## config.mk

```make
export PLATFORM = sky130hd
export DESIGN_NAME = dispense_sequencer_flat
export DESIGN_NICKNAME = d
export VERILOG_FILES = /design/src/rtl/dispense_pkg.sv /design/src/rtl/dispense_sequencer_if.sv /design/src/rtl/dispense_sequencer_chan_watchdog.sv /design/src/rtl/dispense_sequencer.sv /design/src/flat_wrapper.sv
export SDC_FILE = /design/constraint.sdc
export NUM_CORES = 1
export LEC_CHECK = 0
export CAP_MARGIN = 15
export CORE_MARGIN = 5
export CORE_UTILIZATION = 43
export CTS_BUF_LIST = sky130_fd_sc_hd__clkbuf_8
export DETAILED_ROUTE_END_ITERATION = 8
export PLACE_DENSITY = 0.74
export REMOVE_ABC_BUFFERS = 1
export SLEW_MARGIN = 30
export SYNTH_ARGS = -nofsm -noshare
export SYNTH_HDL_FRONTEND = slang
export SYNTH_SLANG_ARGS = --single-unit
export TNS_END_PERCENT = 100
```

## constraint.sdc

```tcl
create_clock -name clk -period 4.4 [get_ports clk]
set_input_delay 0.66 -clock clk [delete_from_list [all_inputs] [get_ports clk]]
set_output_delay 0.66 -clock clk [all_outputs]
set_load 0.02 [all_outputs]
```

## src/rtl/dispense_pkg.sv

```systemverilog
// Shared types and helpers for the pigment dispense sequencer.
// Holds the FSM state encoding and the channel-priority search functions.
package dispense_pkg;

    // Widest channel mask the search helpers accept; callers zero-extend.
    localparam int MAX_CH = 32;

    typedef enum logic [2:0] {
        IDLE  = 3'd0,
        ARMED = 3'd1,
        LOAD  = 3'd2,
        DONE  = 3'd3,
        FAULT = 3'd4
    } state_t;

    // Index of the highest set bit in mask, or -1 when mask is empty.
    function automatic int highest_set(input logic [MAX_CH-1:0] mask);
        int r;
        r = -1;
        for (int i = 0; i < MAX_CH; i++) begin
            if (mask[i]) r = i;
        end
        return r;
    endfunction

    // Index of the highest set bit strictly below idx, or -1 if there is none.
    function automatic int next_lower_set(input logic [MAX_CH-1:0] mask, input int idx);
        int r;
        r = -1;
        for (int i = 0; i < MAX_CH; i++) begin
            if ((i < idx) && mask[i]) r = i;
        end
        return r;
    endfunction

endpackage

```

## src/rtl/dispense_sequencer_if.sv

```systemverilog
// Operator / colour-capture / motor-driver signal bundle for dispense_sequencer.
// The slave modport is the sequencer's view; master is the environment's view.
interface dispense_sequencer_if #(
    parameter int N_CH = 3
);
    localparam int IDX_W = $clog2(N_CH) | 1;

    logic             rgb_full;
    logic             enter;
    logic             abort;
    logic [N_CH-1:0]  ch_en;
    logic [N_CH-1:0]  flags;
    logic [N_CH-1:0]  motores;
    logic [IDX_W-1:0] ch_idx;
    logic             busy;
    logic             done;
    logic             error;

    modport master (
        output rgb_full, enter, abort, ch_en, flags,
        input  motores, ch_idx, busy, done, error
    );

    modport slave (
        input  rgb_full, enter, abort, ch_en, flags,
        output motores, ch_idx, busy, done, error
    );

endinterface

```

## src/rtl/dispense_sequencer_chan_watchdog.sv

```systemverilog
// Per-channel watchdog: counts enabled cycles and flags expiry when the
// count reaches TIMEOUT_CYC-1. clr has priority over counting.
module chan_watchdog #(
    parameter int TIMEOUT_W   = 16,
    parameter int TIMEOUT_CYC = 50000
) (
    input  logic clk,
    input  logic reset,
    input  logic clr,
    input  logic en,
    output logic expired
);

    logic [TIMEOUT_W-1:0] wdog_q, wdog_d;

    assign expired = (wdog_q == TIMEOUT_W'(TIMEOUT_CYC - 1));

    // Next count: clear on channel change or outside LOAD, otherwise count up.
    always_comb begin
        wdog_d = wdog_q;
        if (clr) begin
            wdog_d = '0;
        end else if (en) begin
            wdog_d = wdog_q + TIMEOUT_W'(1);
        end
    end

    // Counter register with synchronous reset.
    always_ff @(posedge clk) begin
        if (reset) wdog_q <= '0;
        else       wdog_q <= wdog_d;
    end

endmodule

```

## src/rtl/dispense_sequencer.sv

```systemverilog
// N-channel pigment dispense sequencer. Drives one motor at a time, highest
// enabled channel first, advancing when that channel's flag is seen.
// Optional feature macro: WATCHDOG_EN adds a per-channel timeout and FAULT state.
module dispense_sequencer
    import dispense_pkg::*;
#(
    parameter int N_CH        = 3,
    parameter int TIMEOUT_W   = 16,
    parameter int TIMEOUT_CYC = 50000
) (
    input  logic clk,
    input  logic reset,
    dispense_sequencer_if.slave bus
);

    localparam int IDX_W = $clog2(N_CH) | 1;

    state_t           state_q, state_d;
    logic [N_CH-1:0]  mask_q, mask_d;
    logic [IDX_W-1:0] ch_idx_q, ch_idx_d;
    logic             advance;
    logic             wd_expired;
    logic [MAX_CH-1:0] ch_en_ext, mask_ext, flags_ext;
    int               hi_idx, lo_idx;

    // Zero-extend the channel vectors to the width the search helpers expect.
    always_comb begin
        ch_en_ext = '0;
        mask_ext  = '0;
        flags_ext = '0;
        ch_en_ext[N_CH-1:0] = bus.ch_en;
        mask_ext[N_CH-1:0]  = mask_q;
        flags_ext[N_CH-1:0] = bus.flags;
    end

    // Next-state logic: start, per-channel advance, abort and fault handling.
    always_comb begin
        state_d  = state_q;
        mask_d   = mask_q;
        ch_idx_d = ch_idx_q;
        advance  = 1'b0;
        hi_idx   = highest_set(ch_en_ext);
        lo_idx   = next_lower_set(mask_ext, int'(ch_idx_q));
        case (state_q)
            IDLE: begin
                if (bus.rgb_full) state_d = ARMED;
            end
            ARMED: begin
                if (!bus.rgb_full) begin
                    state_d = IDLE;
                end else if (bus.enter) begin
                    mask_d = bus.ch_en;
                    if (hi_idx < 0) begin
                        state_d = DONE;
                    end else begin
                        state_d  = LOAD;
                        ch_idx_d = IDX_W'(hi_idx);
                    end
                end
            end
            LOAD: begin
                if (bus.abort) begin
                    state_d = IDLE;
                end else if (flags_ext[ch_idx_q]) begin
                    advance = 1'b1;
                    if (lo_idx < 0) state_d = DONE;
                    else            ch_idx_d = IDX_W'(lo_idx);
                end else if (wd_expired) begin
                    state_d = FAULT;
                end
            end
            DONE: begin
                state_d = IDLE;
            end
            FAULT: begin
                if (bus.enter || bus.abort) state_d = IDLE;
            end
            default: begin
                state_d = IDLE;
            end
        endcase
    end

    // State, captured mask and active channel registers.
    always_ff @(posedge clk) begin
        if (reset) begin
            state_q  <= IDLE;
            mask_q   <= '0;
            ch_idx_q <= '0;
        end else begin
            state_q  <= state_d;
            mask_q   <= mask_d;
            ch_idx_q <= ch_idx_d;
        end
    end

    assign bus.motores = (state_q == LOAD) ? (N_CH'(1) << ch_idx_q) : '0;
    assign bus.ch_idx  = ch_idx_q;
    assign bus.busy    = (state_q == LOAD);
    assign bus.done    = (state_q == DONE);

`ifdef WATCHDOG_EN
    logic wd_clr, wd_en;

    assign wd_en     = (state_q == LOAD);
    assign wd_clr    = (state_q != LOAD) || advance;
    assign bus.error = (state_q == FAULT);

    chan_watchdog #(
        .TIMEOUT_W   (TIMEOUT_W),
        .TIMEOUT_CYC (TIMEOUT_CYC)
    ) u_wdog (
        .clk     (clk),
        .reset   (reset),
        .clr     (wd_clr),
        .en      (wd_en),
        .expired (wd_expired)
    );
`else
    assign wd_expired = 1'b0;
    assign bus.error  = 1'b0;
`endif

endmodule

```

## src/flat_wrapper.sv

```systemverilog
// flat-port wrapper written by rule: the top's interface ports become plain ports
module dispense_sequencer_flat import dispense_pkg::*;
#(
    parameter int N_CH        = 3,
    parameter int TIMEOUT_W   = 16,
    parameter int TIMEOUT_CYC = 50000
)
  (clk, reset, bus_rgb_full, bus_enter, bus_abort, bus_ch_en, bus_flags, bus_motores, bus_ch_idx, bus_busy, bus_done, bus_error);
  dispense_sequencer_if #(.N_CH(N_CH)) bus_i ();
  input  logic clk;
  input  logic reset;
  input wire logic [$bits(bus_i.rgb_full)-1:0] bus_rgb_full;
  input wire logic [$bits(bus_i.enter)-1:0] bus_enter;
  input wire logic [$bits(bus_i.abort)-1:0] bus_abort;
  input wire logic [$bits(bus_i.ch_en)-1:0] bus_ch_en;
  input wire logic [$bits(bus_i.flags)-1:0] bus_flags;
  output wire logic [$bits(bus_i.motores)-1:0] bus_motores;
  output wire logic [$bits(bus_i.ch_idx)-1:0] bus_ch_idx;
  output wire logic [$bits(bus_i.busy)-1:0] bus_busy;
  output wire logic [$bits(bus_i.done)-1:0] bus_done;
  output wire logic [$bits(bus_i.error)-1:0] bus_error;
  assign bus_i.rgb_full = bus_rgb_full;
  assign bus_i.enter = bus_enter;
  assign bus_i.abort = bus_abort;
  assign bus_i.ch_en = bus_ch_en;
  assign bus_i.flags = bus_flags;
  assign bus_motores = bus_i.motores;
  assign bus_ch_idx = bus_i.ch_idx;
  assign bus_busy = bus_i.busy;
  assign bus_done = bus_i.done;
  assign bus_error = bus_i.error;
  dispense_sequencer #(.N_CH(N_CH), .TIMEOUT_W(TIMEOUT_W), .TIMEOUT_CYC(TIMEOUT_CYC)) u_core (.clk(clk), .reset(reset), .bus(bus_i));
endmodule
```

After elaboration in Yosys (flattened, before gate mapping)
Cells that the tools add are included.
{"block": "op_classes", "mul": 0, "addsub": 0, "n_reduce_logical": 9, "n_eq_ne": 15, "bitwise_logic": 0, "n_shift": 1, "order_cmp": 6, "div": 0, "n_mux": 25}
{"cell": "$mux 32", "n": 6}
{"cell": "$lt 32x1->1 const B", "n": 2}
{"cell": "$mux 3", "n": 14}
{"cell": "$ne 2x2->1 const B", "n": 6}
{"cell": "$pmux 3 s4", "n": 1}
{"cell": "$reduce_and 7->1", "n": 1}
{"cell": "$eq 3x2->1 const B", "n": 2}
{"cell": "$lt 1x3->1 const A", "n": 2}
{"cell": "$lt 3x6->1 const B", "n": 1}
{"cell": "$ne 3x2->1 const B", "n": 2}
{"cell": "$pmux 3 s2", "n": 1}
{"cell": "$reduce_and 5->1", "n": 1}
{"cell": "$ne 2x1->1 const B", "n": 2}
{"cell": "$bmux 1 s3", "n": 1}
{"cell": "$eq 3x1->1 const B", "n": 1}
{"cell": "$eq 3x3->1 const B", "n": 1}
{"cell": "$logic_and 1x1->1", "n": 3}
{"cell": "$logic_not 3->1", "n": 1}
{"cell": "$lt 2x3->1 const A", "n": 1}
{"cell": "$ne 3x3->1 const B", "n": 1}
{"cell": "$reduce_and 3->1", "n": 1}
{"cell": "$shl 1x3->3 const A", "n": 1}
{"cell": "$mux 1", "n": 2}
{"cell": "$reduce_bool 2->1", "n": 1}
{"cell": "$logic_or 1x1->1", "n": 1}
{"block": "word_totals", "out_inout_bits": 9, "ramBits": 0, "rom_bits": 0, "memories": 0, "latchBits": 0, "wordCells": 59, "inputBits": 11, "regBits": 9}

Depth between registers and ports, before layout
{"block": "logic_depth", "word_depth": 10, "depth_mapped": 6}

Least setup slack after synthesis
Ideal clock, no wire load.
{"block": "synth_timing", "path_type": "register to output", "start": "reg u_core.state_q[0]", "end": "out bus_motores[0]", "arrival_ns": 1.157, "path_buffers": 0, "stages_incl_launch_ff": 5, "setup_slack_ns": 2.583, "required_time_ns": 3.740, "path_cell_list": "dfxtp_1 inv_1 ha_1 nand2_1 nor2_1"}
{"block": "synth_via", "elab_chain_len": 2}
{"element": "start: declaration", "line_no": "dispense_sequencer.sv:18", "text": "state_t state_q, state_d;"}
{"element": "start signal: assignment", "line_no": "dispense_sequencer.sv:91", "text": "state_q <= state_d;"}
{"element": "$eq 3x2->1"}
{"element": "named net bus_busy", "line_no": "flat_wrapper.sv:19", "text": "output wire logic [$bits(bus_i.busy)-1:0] bus_busy;"}
{"element": "$mux 3", "line_no": "dispense_sequencer.sv:97", "text": "assign bus.motores = (state_q == LOAD) ? (N_CH'(1) << ch_idx_q) : '0;"}
{"element": "end: declaration", "line_no": "flat_wrapper.sv:17", "text": "output wire logic [$bits(bus_i.motores)-1:0] bus_motores;"}
The timed path passes the listed nets, and every way through them passes these cells.

Worst setup path after layout
{"block": "layout_timing", "start": "reg u_core.state_q[1]", "end": "out bus_motores[1]"}
{"block": "layout_via", "elab_chain_len": 2}
{"element": "$eq 3x2->1", "line_no": "dispense_sequencer.sv:97"}
{"element": "$mux 3", "line_no": "dispense_sequencer.sv:97"}
No other way between the ends.

==> run summary <==
Num CTS Buffers: 3
total grt overflow: 0
# clock sinks: 8
Worst Reg-to-Reg Cells: 5
final period utilization: 56.8%
Post-Syn Area per Cell: 8.11 um^2
number of antenna violations at the first check in global routing: 0
FILL cells: 120
Cell variety after synth: 31
CP Launch Type: flop
site row count: 13
Total Wirelength: 1460 um
TritonCTS clock tree: yes
first-pass GRT wire length: 2190 um
hold slack final: 0.514 ns
design area: 846 um^2
Via-to-Cell Ratio: 5.77
CTS root buffer: clkbuf_8
largest cells by area after synthesis: dfxtp_1, ha_1, mux2i_1, a21oi_1, o21ai_0
via count: 640
post-synthesis sequential area ratio: 25.7%
cell count after synthesis: 77
RSZ-0062 raised after global routing: false
Post-Layout Cell Count: 111
hold depth: 2
H-tree Lvls: 1
setup bufs post-CTS: 0
Die Y: 48.1 um
Min-Delay Path Class: flop to flop
Worst-path clk slew: 0.04 ns
Yosys top cell by area: dfxtp_1
Post-Syn Area: 624 um^2
outcome: finished, final reports clean
hold_sp: u_core.state_q[0]$_SDFFE_PP0P_
ant diodes: 0
Yosys top cell area share: 25.7%
RePlAce Congestion: 0.756
DR iter-0 viols: 20
WHS Endpoint: u_core.state_q[0]$_SDFFE_PP0P_
Core Area: 1330 um^2
crit-path max FO: 10
Area Overhead vs Synth: 35.5%
fraction of layout cells with a size suffix above 1: 8.33%
Seq cells post-synth: 8
detailed-placement wirelength estimate: 1110 um
routed length per instance: 13.1 um
leakage power: 0.340 nW
Pre-Repair DR Iteration Count: 4
CP Capture Type: primary output
critical path class: flop to primary output
Max Root-Sink Buffers: 2
width of the chip: 48.1 um
cts repair resizes: 0
io pins: 20
worst-skew pair later-pin latency: 0.23 ns
max cap viols: 0
starting density of the core: 46.8%
Fmax: 400 MHz
DP Area: 805 um^2
Final ANT Viol Nets: 0
Critical R2R Launch: u_core.state_q[1]$_SDFFE_PP0P_
vias in the first global route: 543
Peak supply drop: 0.260 mV
Cells after DPL: 108
Setup violations, final: 0
synthesis warning total: 0
Fin. Hold Viols: 0
Critical Path Source: u_core.state_q[1]$_SDFFE_PP0P_
Tot GR Track Use: 14.1%
die area: 2310 um^2
reg2reg setup slack: 2.55 ns
overall power: 307 uW
Worst R2R End: u_core.state_q[0]$_SDFFE_PP0P_
Power Density: 363 nW/um^2
Worst Path Arrival: 1.84 ns
setup_tns: 0 ns
Remaining DRCs: 0
Worst EP required: 3.74 ns
Final Critical Period: 2.50 ns
final layout net count: 113
pin count of the biggest net entering global routing: 11
hold_buf cts: 0
Clock Skew: 0.00511 ns
Slew Limit Fails: 0
port bufs: 18
## critical path: stages (launching register included)
cell and delay (ns):
dfxtp_1 0.39, ha_1 0.38, and3_2 0.24, clkdlybuf4s50_1 0.60
## per-stage QoR
step / util [%] / worst slack [ns]
finish: 63.4 / 1.90
global placement: 60.3 / 2.14
global route: 63.4 / 1.82
detailed placement: 60.3 / 2.11
CTS: 63.4 / 1.90
floorplan: - / 2.58
## cell usage after synthesis
cell,number
buf_6,1
nand2b_1,2
nor2b_1,2
and3_2,1
mux2i_1,4
a311oi_1,1
inv_1,5
o21ai_1,1
o211ai_1,1
o311a_1,2
o21a_2,1
buf_4,1
nor2_1,8
and2_1,1
o22ai_1,1
mux2_1,1
o21bai_1,2
nand2_1,5
nor3_1,2
o21ai_0,6
conb_1,1
o21a_4,1
a21oi_1,7
or4b_1,1
ha_1,4
nor3b_2,1
dfxtp_1,8
or4_1,2
o32ai_1,2
nand3_1,1
a22oi_2,1
## report_power, final
group          internal (mW)  switching, mW  total [mW]
Clock                 0.0592         0.0285      0.0877
Sequential            0.0836         0.0172       0.101
Combinational         0.0583         0.0603       0.119
## flip-flops by register name, indices dropped and copies added (netlist names)
register,flops
u_core.bus.ch_idx,3
u_core.mask_q,3
u_core.state_q,2
## routing by layer
layer | up-vias | global-route usage, % | wire length (um)
met5 | - | 0 | 0
met4 | 0 | 11.8 | 38
met3 | 5 | 2.21 | 147
met2 | 27 | 21.6 | 615
met1 | 287 | 17.2 | 657
li1 | 321 | - | -
## cells in the final DEF, fill, tap and decap left out, types with 3 or more instances in the layout
| cell type | instances |
|---|---|
| inv_1 | 5 |
| clkdlybuf4s50_1 | 18 |
| a21oi_1 | 7 |
| clkbuf_8 | 3 |
| nand2_1 | 5 |
| o21ai_0 | 6 |
| nor2_1 | 8 |
| mux2i_1 | 4 |
| ha_1 | 4 |
| dfxtp_1 | 8 |
## logic make-up (layout without fill, tap and decap cells)
logic type,count (synthesis),in the layout,synth area share [%]
adders and majority gates,4,4,8.02
other,1,1,0.601
muxes,5,5,8.22
buffers and inverters,7,26,6.01
DFF,8,8,25.7
and+or+nand+nor,26,26,22.4
AOI/OAI and AO/OA,26,26,29.1
## area by class of cell
type	count	area, um^2	share of cell area (%)
Multi-Input combinational cell	62	427	50.4
Timing Repair Buffer	18	180	21.3
Sequential cell	8	160	18.9
Clock buffer	3	41.3	4.88
Inverter	5	18.8	2.22
Tap cell	15	18.8	2.22
## how the worst max path moves through the flow
stage / endpoint / slack [ns] / depth (start not counted)
final: bus_motores[1] / 1.90 / 3
after global routing: bus_motores[1] / 1.82 / 4
after CTS: bus_motores[1] / 1.90 / 4
after detailed placement: u_core.bus.ch_idx[1]$_SDFFE_PP0P_ / 2.11 / 6
after global placement: u_core.state_q[0]$_SDFFE_PP0P_ / 2.14 / 5
after floorplan: bus_motores[0] / 2.58 / 4
Note: power is estimated with default switching activity, not from simulation.
